[src/rtl/uart_tx_fifo_scheduler_pkg.sv]
// rtl/uart_tx_fifo_scheduler_pkg.sv - shared types for the UART TX FIFO scheduler
package uart_pkg;

  localparam int FRAME_CNT_W = 16;

  typedef enum logic [2:0] {
    DRAIN_IDLE  = 3'd0,
    DRAIN_POP   = 3'd1,
    DRAIN_START = 3'd2,
    DRAIN_WAIT  = 3'd3,
    DRAIN_GAP   = 3'd4
  } drain_state_e;

endpackage

[src/rtl/uart_tx_fifo_scheduler_if.sv]
// rtl/uart_tx_fifo_scheduler_if.sv - producer, FIFO and transmitter signal bundle
interface uart_tx_fifo_scheduler_if #(
  parameter int DATA_WIDTH = 8
);
  import uart_pkg::*;

  logic                   req0_valid;
  logic [DATA_WIDTH-1:0]  req0_data;
  logic                   req0_ready;
  logic                   req1_valid;
  logic [DATA_WIDTH-1:0]  req1_data;
  logic                   req1_ready;
  logic                   fifo_wr_enable;
  logic [DATA_WIDTH-1:0]  fifo_wr_data;
  logic                   fifo_full;
  logic                   fifo_rd_enable;
  logic [DATA_WIDTH-1:0]  fifo_rd_data;
  logic                   fifo_empty;
  logic                   tx_enable;
  logic                   tx_start;
  logic [DATA_WIDTH-1:0]  tx_data;
  logic                   tx_busy;
  logic                   tx_done;
  logic                   sched_busy;
  logic [FRAME_CNT_W-1:0] frames_sent;

  // The scheduler side.
  modport master (
    input  req0_valid, req0_data, req1_valid, req1_data,
    input  fifo_full, fifo_rd_data, fifo_empty,
    input  tx_enable, tx_busy, tx_done,
    output req0_ready, req1_ready, fifo_wr_enable, fifo_wr_data, fifo_rd_enable,
    output tx_start, tx_data, sched_busy, frames_sent
  );

  // Producers, FIFO and transmitter side.
  modport slave (
    output req0_valid, req0_data, req1_valid, req1_data,
    output fifo_full, fifo_rd_data, fifo_empty,
    output tx_enable, tx_busy, tx_done,
    input  req0_ready, req1_ready, fifo_wr_enable, fifo_wr_data, fifo_rd_enable,
    input  tx_start, tx_data, sched_busy, frames_sent
  );

endinterface

[src/rtl/uart_tx_fifo_scheduler_rr_arbiter2.sv]
// rtl/uart_tx_fifo_scheduler_rr_arbiter2.sv - two-requester round-robin write grant
module rr_arbiter2 (
  input  logic       clk,
  input  logic       reset,
  input  logic [1:0] valid_i,
  input  logic       full_i,
  output logic       grant_o,
  output logic [1:0] ready_o,
  output logic       accept_o
);

  logic rr_q, rr_d;

  // A lone requester wins outright; a tie or no request falls back to the pointer.
  always_comb begin
    grant_o = rr_q;
    if (valid_i[0] && !valid_i[1]) begin
      grant_o = 1'b0;
    end else if (valid_i[1] && !valid_i[0]) begin
      grant_o = 1'b1;
    end
  end

  assign ready_o[0] = !full_i && !grant_o;
  assign ready_o[1] = !full_i && grant_o;
  assign accept_o   = valid_i[grant_o] && !full_i;
  assign rr_d       = accept_o ? !grant_o : rr_q;

  always_ff @(posedge clk or posedge reset) begin
    if (reset) begin
      rr_q <= 1'b0;
    end else begin
      rr_q <= rr_d;
    end
  end

endmodule

[src/rtl/uart_tx_fifo_scheduler.sv]
// rtl/uart_tx_fifo_scheduler.sv - arbitrates producers into the TX FIFO and drains it into the UART
module uart_tx_fifo_scheduler
  import uart_pkg::*;
#(
  parameter int DATA_WIDTH = 8,
  parameter int FIFO_DEPTH = 8,
  parameter int GAP_CYCLES = 0
) (
  input logic                       clk,
  input logic                       reset,
  uart_tx_fifo_scheduler_if.master  bus
);

  localparam logic [2:0] ST_IDLE  = DRAIN_IDLE;
  localparam logic [2:0] ST_POP   = DRAIN_POP;
  localparam logic [2:0] ST_START = DRAIN_START;
  localparam logic [2:0] ST_WAIT  = DRAIN_WAIT;
  localparam logic [2:0] ST_GAP   = DRAIN_GAP;

  localparam int GAP_W = (GAP_CYCLES > 2) ? $clog2(GAP_CYCLES) : 1;

  if (FIFO_DEPTH < 1) begin : g_bad_depth
    $error("FIFO_DEPTH must be at least 1");
  end

  logic       grant;
  logic [1:0] arb_ready;
  logic       arb_accept;

  rr_arbiter2 u_arb (
    .clk      (clk),
    .reset    (reset),
    .valid_i  ({bus.req1_valid, bus.req0_valid}),
    .full_i   (bus.fifo_full),
    .grant_o  (grant),
    .ready_o  (arb_ready),
    .accept_o (arb_accept)
  );

  assign bus.req0_ready     = arb_ready[0];
  assign bus.req1_ready     = arb_ready[1];
  assign bus.fifo_wr_enable = arb_accept;
  assign bus.fifo_wr_data   = grant ? bus.req1_data : bus.req0_data;

  logic [2:0]             state_q, state_d;
  logic [GAP_W-1:0]       gap_q, gap_d;
  logic [DATA_WIDTH-1:0]  tx_data_q, tx_data_d;
  logic [FRAME_CNT_W-1:0] frames_q, frames_d;

  always_comb begin
    state_d   = state_q;
    gap_d     = gap_q;
    tx_data_d = tx_data_q;
    frames_d  = frames_q;
    case (state_q)
      ST_IDLE: begin
        if (bus.tx_enable && !bus.fifo_empty && !bus.tx_busy) begin
          state_d = ST_POP;
        end
      end
      ST_POP: begin
        tx_data_d = bus.fifo_rd_data;
        state_d   = ST_START;
      end
      ST_START: begin
        state_d = ST_WAIT;
      end
      ST_WAIT: begin
        // tx_enable is deliberately not consulted here: a launched frame always completes.
        if (bus.tx_done) begin
          frames_d = frames_q + FRAME_CNT_W'(1);
          if (GAP_CYCLES > 0) begin
            state_d = ST_GAP;
            gap_d   = GAP_W'(GAP_CYCLES - 1);
          end else begin
            state_d = ST_IDLE;
          end
        end
      end
      ST_GAP: begin
        if (gap_q == '0) begin
          state_d = ST_IDLE;
        end else begin
          gap_d = gap_q - GAP_W'(1);
        end
      end
      default: begin
        state_d = ST_IDLE;
      end
    endcase
  end

  always_ff @(posedge clk or posedge reset) begin
    if (reset) begin
      state_q   <= ST_IDLE;
      gap_q     <= '0;
      tx_data_q <= '0;
      frames_q  <= '0;
    end else begin
      state_q   <= state_d;
      gap_q     <= gap_d;
      tx_data_q <= tx_data_d;
      frames_q  <= frames_d;
    end
  end

  assign bus.fifo_rd_enable = (state_q == ST_POP);
  assign bus.tx_start       = (state_q == ST_START);
  assign bus.tx_data        = tx_data_q;
  assign bus.sched_busy     = (state_q != ST_IDLE);
  assign bus.frames_sent    = frames_q;

endmodule

[src/flat_wrapper.sv]
// flat-port wrapper written by rule: the top's interface ports become plain ports
module uart_tx_fifo_scheduler_flat import uart_pkg::*;
#(
  parameter int DATA_WIDTH = 8,
  parameter int FIFO_DEPTH = 8,
  parameter int GAP_CYCLES = 0
)
  (clk, reset, bus_req0_valid, bus_req0_data, bus_req1_valid, bus_req1_data, bus_fifo_full, bus_fifo_rd_data, bus_fifo_empty, bus_tx_enable, bus_tx_busy, bus_tx_done, bus_req0_ready, bus_req1_ready, bus_fifo_wr_enable, bus_fifo_wr_data, bus_fifo_rd_enable, bus_tx_start, bus_tx_data, bus_sched_busy, bus_frames_sent);
  uart_tx_fifo_scheduler_if #(.DATA_WIDTH(DATA_WIDTH)) bus_i ();
  input logic clk;
  input logic reset;
  input wire logic [$bits(bus_i.req0_valid)-1:0] bus_req0_valid;
  input wire logic [$bits(bus_i.req0_data)-1:0] bus_req0_data;
  input wire logic [$bits(bus_i.req1_valid)-1:0] bus_req1_valid;
  input wire logic [$bits(bus_i.req1_data)-1:0] bus_req1_data;
  input wire logic [$bits(bus_i.fifo_full)-1:0] bus_fifo_full;
  input wire logic [$bits(bus_i.fifo_rd_data)-1:0] bus_fifo_rd_data;
  input wire logic [$bits(bus_i.fifo_empty)-1:0] bus_fifo_empty;
  input wire logic [$bits(bus_i.tx_enable)-1:0] bus_tx_enable;
  input wire logic [$bits(bus_i.tx_busy)-1:0] bus_tx_busy;
  input wire logic [$bits(bus_i.tx_done)-1:0] bus_tx_done;
  output wire logic [$bits(bus_i.req0_ready)-1:0] bus_req0_ready;
  output wire logic [$bits(bus_i.req1_ready)-1:0] bus_req1_ready;
  output wire logic [$bits(bus_i.fifo_wr_enable)-1:0] bus_fifo_wr_enable;
  output wire logic [$bits(bus_i.fifo_wr_data)-1:0] bus_fifo_wr_data;
  output wire logic [$bits(bus_i.fifo_rd_enable)-1:0] bus_fifo_rd_enable;
  output wire logic [$bits(bus_i.tx_start)-1:0] bus_tx_start;
  output wire logic [$bits(bus_i.tx_data)-1:0] bus_tx_data;
  output wire logic [$bits(bus_i.sched_busy)-1:0] bus_sched_busy;
  output wire logic [$bits(bus_i.frames_sent)-1:0] bus_frames_sent;
  assign bus_i.req0_valid = bus_req0_valid;
  assign bus_i.req0_data = bus_req0_data;
  assign bus_i.req1_valid = bus_req1_valid;
  assign bus_i.req1_data = bus_req1_data;
  assign bus_i.fifo_full = bus_fifo_full;
  assign bus_i.fifo_rd_data = bus_fifo_rd_data;
  assign bus_i.fifo_empty = bus_fifo_empty;
  assign bus_i.tx_enable = bus_tx_enable;
  assign bus_i.tx_busy = bus_tx_busy;
  assign bus_i.tx_done = bus_tx_done;
  assign bus_req0_ready = bus_i.req0_ready;
  assign bus_req1_ready = bus_i.req1_ready;
  assign bus_fifo_wr_enable = bus_i.fifo_wr_enable;
  assign bus_fifo_wr_data = bus_i.fifo_wr_data;
  assign bus_fifo_rd_enable = bus_i.fifo_rd_enable;
  assign bus_tx_start = bus_i.tx_start;
  assign bus_tx_data = bus_i.tx_data;
  assign bus_sched_busy = bus_i.sched_busy;
  assign bus_frames_sent = bus_i.frames_sent;
  uart_tx_fifo_scheduler #(.DATA_WIDTH(DATA_WIDTH), .FIFO_DEPTH(FIFO_DEPTH), .GAP_CYCLES(GAP_CYCLES)) u_core (.clk(clk), .reset(reset), .bus(bus_i));
endmodule
[config.mk]
export PLATFORM = sky130hd
export DESIGN_NAME = uart_tx_fifo_scheduler_flat
export DESIGN_NICKNAME = d
export VERILOG_FILES = /design/src/rtl/uart_tx_fifo_scheduler_pkg.sv /design/src/rtl/uart_tx_fifo_scheduler_if.sv /design/src/rtl/uart_tx_fifo_scheduler_rr_arbiter2.sv /design/src/rtl/uart_tx_fifo_scheduler.sv /design/src/flat_wrapper.sv
export SDC_FILE = /design/constraint.sdc
export NUM_CORES = 1
export LEC_CHECK = 0
export BUFFER_PORTS_ARGS = -buffer_cell sky130_fd_sc_hd__buf_2
export CAP_MARGIN = 20
export CORE_ASPECT_RATIO = 1.75
export CORE_MARGIN = 5
export CORE_UTILIZATION = 35
export DETAILED_ROUTE_END_ITERATION = 10
export GPL_TIMING_DRIVEN = 0
export PLACE_DENSITY = 0.62
export SETUP_SLACK_MARGIN = 0.3
export SYNTH_ARGS = -nofsm -noshare
export SYNTH_HDL_FRONTEND = slang
export SYNTH_SLANG_ARGS = --single-unit
[constraint.sdc]
create_clock -name clk -period 2.6 [get_ports clk]
set_input_delay 0 -clock clk [delete_from_list [all_inputs] [get_ports clk]]
set_output_delay 0 -clock clk [all_outputs]
set_load 0.05 [all_outputs]
======== Word-level counts from Yosys, hierarchy flattened ========
Cells that the tools add are included.
storage, ports and cells
  bits in registers ....................... 29
  latch bits .............................. 0
  RAM bits ................................ 0
  bits in read-only memories .............. 0
  input bits .............................. 33
  logic and storage cells ................. 42
  memories ................................ 0
cells by class
  add/subtract/negate cells ............... 2
  multiply operators ...................... 0
  div/mod/pow operators ................... 0
  order comparisons ....................... 1
  equality and inequality tests ........... 7
  shifts and indexed selects .............. 0
  multiplexer cells ....................... 10
  bitwise operators ....................... 0
  reduce and logical (&&, ||, !) cells .... 17
operators with widths
  operator                                                                      count
  16-bit by 1-bit adder with 16-bit output, second input constant               1
  3-bit case mux with 5 select lines                                            1
  3-bit 2-to-1 mux                                                              3
  8-bit 2-to-1 mux                                                              1
  1-bit logical AND                                                             7
  3-bit by 2-bit == test with 1-bit output, second input constant               2
  1-bit logical NOT                                                             6
  1-bit 2-to-1 mux                                                              5
  2-bit != test, second input constant                                          2
  3-bit by 1-bit == test with 1-bit output, second input constant               1
  3-bit == test, second input constant                                          1
  3-bit logical NOT                                                             1
  3-bit AND reduction                                                           1
  3-bit nonzero test                                                            1
  1-bit by 2-bit less-than comparator with 1-bit output, second input constant  1
  2-bit by 1-bit != test with 1-bit output, second input constant               1
  2-bit AND reduction                                                           1
  1-bit subtractor, second input constant                                       1

======== Logic depth before layout (Yosys ltp) ========
  depth after elaboration ................. 7
  mapped depth ............................ 5
  depth with buffers taken out ............ 5

======== Modules after synthesis ========
From an unflattened synthesis, not the netlist that was laid out.
unflattened totals
  cells, all modules ...................... 115
  area total of the unflattened synthesis .. 1387.6 um2
by module, submodules not included
  module                  instances  cells an instance  area an instance (um2)
  uart_tx_fifo_scheduler  1          100                1268.7
  rr_arbiter2             1          15                 118.9

======== Worst setup path after synthesis ========
OpenSTA, ideal clock, no wires.
  path type ............................... register -> register
  start ................................... reg u_core.state_q[1]
  end ..................................... reg u_core.tx_data_q[0], in the netlist u_core.bus.tx_data[0]
  library setup time ...................... 125 ps
  arrival time ............................ 1618 ps
  data required time ...................... 2475 ps
  slack ................................... 858 ps
  stages on the path, launching flop included .. 5
  buffers on the path ..................... 1
  cell sequence ........................... dfrtp_1 > inv_1 > ha_1 > clkbuf_1 > mux2_2
on the way
  word-level cells in the longest chain between the ends .. 1
RTL lines
  element                                   line                           RTL
  start, declared                           uart_tx_fifo_scheduler.sv:45   logic [2:0] state_q, state_d;
  start signal, assigned                    uart_tx_fifo_scheduler.sv:100  state_q <= state_d;
  3-bit by 1-bit == test with 1-bit output  n/a
  named net bus_fifo_rd_enable              flat_wrapper.sv:26             output wire logic [$bits(bus_i.fifo_rd_enable)-1:0] bus_fifo_rd_enable;
  end signal, assigned                      uart_tx_fifo_scheduler.sv:102  tx_data_q <= tx_data_d;
  end, declared                             uart_tx_fifo_scheduler.sv:47   logic [DATA_WIDTH-1:0] tx_data_q, tx_data_d;
The timed path passes the listed nets, and every way through them passes these cells.
A chain may end at the register's enable or synchronous reset.

======== Final worst setup path ========
  start ................................... reg u_core.state_q[1]
  end ..................................... reg u_core.frames_q[10], in the netlist u_core.bus.frames_sent[10]
on the way
  word-level cells in the longest chain between the ends .. 2
RTL lines
  element                                   line                           RTL
  3-bit by 2-bit == test with 1-bit output  uart_tx_fifo_scheduler.sv:55   case (state_q)
  2-bit AND reduction (no source line)      n/a
  end signal, assigned                      uart_tx_fifo_scheduler.sv:103  frames_q <= frames_d;
  end, declared                             uart_tx_fifo_scheduler.sv:48   logic [FRAME_CNT_W-1:0] frames_q, frames_d;
No other way between the ends.

==> impl_metrics.yaml <==
worst_hold_path:
  hp-start: "bus_tx_done"
  hold_path_end: "u_core.bus.frames_sent[2]"
  holdPathStages: 3
  min_path_type: "in2reg"
timing:
  tightest_slew_ns: 0.416
  timing.fmax_mhz: 616
  final-max-slew-violation-count: 0
  period_share_pct: 62.5
  hold_viol: 0
  skew_ns: 0.00701
  rsz0062_at_grt: "false"
  period_minus_slack_ns: 1.62
  slew_headroom_pct: 72.3
  timing.final.setup_violations: 0
  fin_tns_setup_ns: 0
placement:
  dp.cells: 227
  post-dp-hpwl_um: 2660
  place_congestion: 0.849
  place_area_mm2: 0.00176
  portBuffers: 70
global_routing:
  grt_use_total_pct: 12.8
  first_global_vias: 1216
  antenna_found_initial: 0
  grt_max_degree: 28
  overflow: 0
  grt_pass1_wl_um: 5350
finish:
  layout-drive-gt1-share_pct: 51.0
  nets: 233
  syn2layout_area_growth_pct: 43.5
  final_area_mm2: 0.00193
  finalNonFillerCells: 242
  fin_util_pct: 51.0
  multi_input_area_um2: 631
  n_antenna_cell: 0
  n_fill_cell: 364
  regArea_um2: 676
route:
  via_count: 1153
  drc: 0
  wire_per_inst_um: 13.9
  antenna_left: 0
  routed_wirelength_um: 3360
  drt-initial-drc-count: 21
  dr.pass1.iters: 4
  vias_per_cell: 4.76
logic_synthesis:
  yosys-top-cells-area: "dfrtp_1 50%, mux2_2 15%, xnor2_1 8.4%, ha_1 4.6%, nand3_1 2.2%"
  yosys.area_share.simple_pct: 14.5
  synth_area_mm2: 0.00135
  synth_seq_cells: 27
  synth_top_family_by_area: "multiplexers"
  synthAdderAreaFrac_pct: 5.48
  synth-compound-area-share_pct: 2.04
  avgSynthCellArea_um2: 12.4
  synth_xor_xnor_area_share_pct: 9.75
  syn_nets: 147
  muxShareOfSynthArea_pct: 15.0
  yosysTopAreaCell: "dfrtp_1"
  yosysSeqAreaShare_pct: 50.1
  ys_types: 25
  yosysTopAreaCellShare_pct: 50.1
  yosys_warnings: 0
  netlist_instances: 109
setup_path:
  cpMaxStageDelayCell: "dfrtp_1"
  cp_max_fo: 5
  worstRegToRegCells: 5
  reg2reg_from: "u_core.state_q[1]"
  worst-setup-path-type: "reg2reg"
  cp.arrival_ns: 1.79
  crit_buf_inv: 0
  rrSetupSlack_ns: 0.98
  critPathRequiredTime_ns: 2.77
  critPathLaunchType: "register"
  worst_path_largest_cell_delay_ns: 0.40
  crit_family: "simple AND/OR/NAND/NOR gates"
  r2r-end: "u_core.bus.frames_sent[10]"
  critPathCaptureType: "register"
  crit_chain: "ha_1 -> and4_1 -> nor3b_4 -> nand3_1 -> xnor2_1"
floorplan:
  start_util_pct: 35.5
  die_area_mm2: 0.00524
  core_area_mm2: 0.00379
  die_h_um: 92.1
  fp-row-count: 30
  io_pins: 71
  chipWidth_um: 56.9
power_and_ir_drop:
  ir_drop_uv: 616
  pwr-share-seq_pct: 33.2
  power.static_leakage_nw: 0.985
  p_clk_share_pct: 12.9
  comb_power_share_pct: 53.9
  intPower_mw: 0.944
  netSwitchingPower_mw: 0.915
  power_switching_share_pct: 49.2
  p_per_area_mw_per_mm2: 961
clocking:
  root_buffer: "clkbuf_8"
  htree_levels: 1
  post_cts_resized: 0
  clk_latency_ns: 0.27
  cts_buffers: 3
  path_clk_slew_ns: 0.10
  cts_tree: "done"
  cts_sinks: 27
  clockBufferDepth: 2
outcome:
  status: "complete, no violations"
job:
  max-cap-violations: 0
-- Yosys cell counts --
master and number:
nor3_1 1, a21oi_1 3, xor2_1 2, nor2b_1 1, nor3b_4 1, a31oi_1 1
nand4_1 2, nand4_4 1, and2_1 1, mux2_2 18, dfrtp_1 27, inv_1 7
buf_6 1, nor2_1 5, nand3_1 6, and3_1 2, nand2_2 1, nor4_4 1
nand2_1 5, clkbuf_1 1, and4_1 2, o22ai_1 1, maj3_2 1, ha_1 5
xnor2_1 13
-- power groups by stage --
stage | registers [mW] | clock network, mW | logic, mW
2_1_floorplan | 0.947 | 0 | 0.449
3_3_place_gp | 0.615 | 0 | 0.975
3_5_place_dp | 0.627 | 0 | 0.998
4_1_cts | 0.618 | 0.248 | 1.01
5_1_grt | 0.634 | 0.263 | 1.06
6_report | 0.618 | 0.239 | 1.00
-- final cells by class --
cell class | instances | share of cell area [%]
Inverter | 7 | 1.36
Clock inverter | 1 | 0.388
Buffer | 2 | 0.776
Sequential cell | 27 | 34.9
Tap cell | 48 | 3.10
Multi-Input combinational cell | 73 | 32.6
Clock buffer | 3 | 2.13
Timing Repair Buffer | 81 | 24.7
-- stage by stage --
| stage | total power, mW | hold WS, ns | worst slack (ns) |
|---|---|---|---|
| floorplan | 1.40 | 0.0527 | 0.858 |
| global placement | 1.59 | 0.232 | 1.04 |
| detailed placement | 1.63 | 0.240 | 0.953 |
| CTS | 1.88 | 0.00712 | 0.937 |
| global route | 1.96 | 0.0653 | 0.812 |
| finish | 1.86 | 0.0351 | 0.976 |
-- worst register-to-register path, stage by stage, from the launching register on --
cell,delay [ns]
dfrtp_1,0.40
ha_1,0.27
and4_1,0.29
nor3b_4,0.29
nand3_1,0.13
xnor2_1,0.14
-- routing by layer --
metal / up-vias / wire length (um) / global-route usage, %
li1: 542 / - / -
met1: 553 / 1070 / 11.6
met2: 54 / 1880 / 24.8
met3: 4 / 369 / 4.23
met4: 0 / 44 / 5.22
met5: - / 0 / 0
-- sequential cells by signal (all words and copies together) (netlist names) --
name	count
u_core.bus.frames_sent	16
u_core.state_q	2
u_core.u_arb.rr_q	1
u_core.bus.tx_data	8
-- how the worst max path moves through the flow --
stage                            startpoint                    endpoint  depth (start not counted)
final                     u_core.state_q[1]  u_core.bus.frames_sent[10]                          5
after global routing      u_core.state_q[1]  u_core.bus.frames_sent[10]                          5
after CTS                 u_core.state_q[1]  u_core.bus.frames_sent[10]                          5
after detailed placement  u_core.state_q[1]  u_core.bus.frames_sent[10]                          5
after global placement    u_core.state_q[1]  u_core.bus.frames_sent[12]                          5
after floorplan           u_core.state_q[1]       u_core.bus.tx_data[0]                          4
-- placed cells by master (no fill, tap or decap), drive strengths merged, types with 4 or more instances in the layout --
| master | count |
|---|---|
| dlygate4sd3 | 10 |
| ha | 5 |
| nor2 | 5 |
| buf | 72 |
| xnor2 | 13 |
| dfrtp | 27 |
| inv | 7 |
| clkbuf | 4 |
| nand2 | 6 |
| nand3 | 6 |
| mux2 | 18 |
-- cell families (layout without fill, tap and decap cells) --
kind of cell	after synthesis	after routing
xor gates and xnor gates	15	15
DFF	27	27
and+or+nand+nor	29	29
adders and majority gates	6	6
AOI/OAI and AO/OA	5	5
muxes	18	18
buffers and inverters	9	94
-- repair_timing --
item / 4_1_cts / 5_1_grt
endpoints found under the hold margin: 9 / 6
buffers inserted: 0 / 0
hold buffers: 9 / 1
endpoints found under the setup margin: 0 / 0
(Power assumes the default switching activity.)
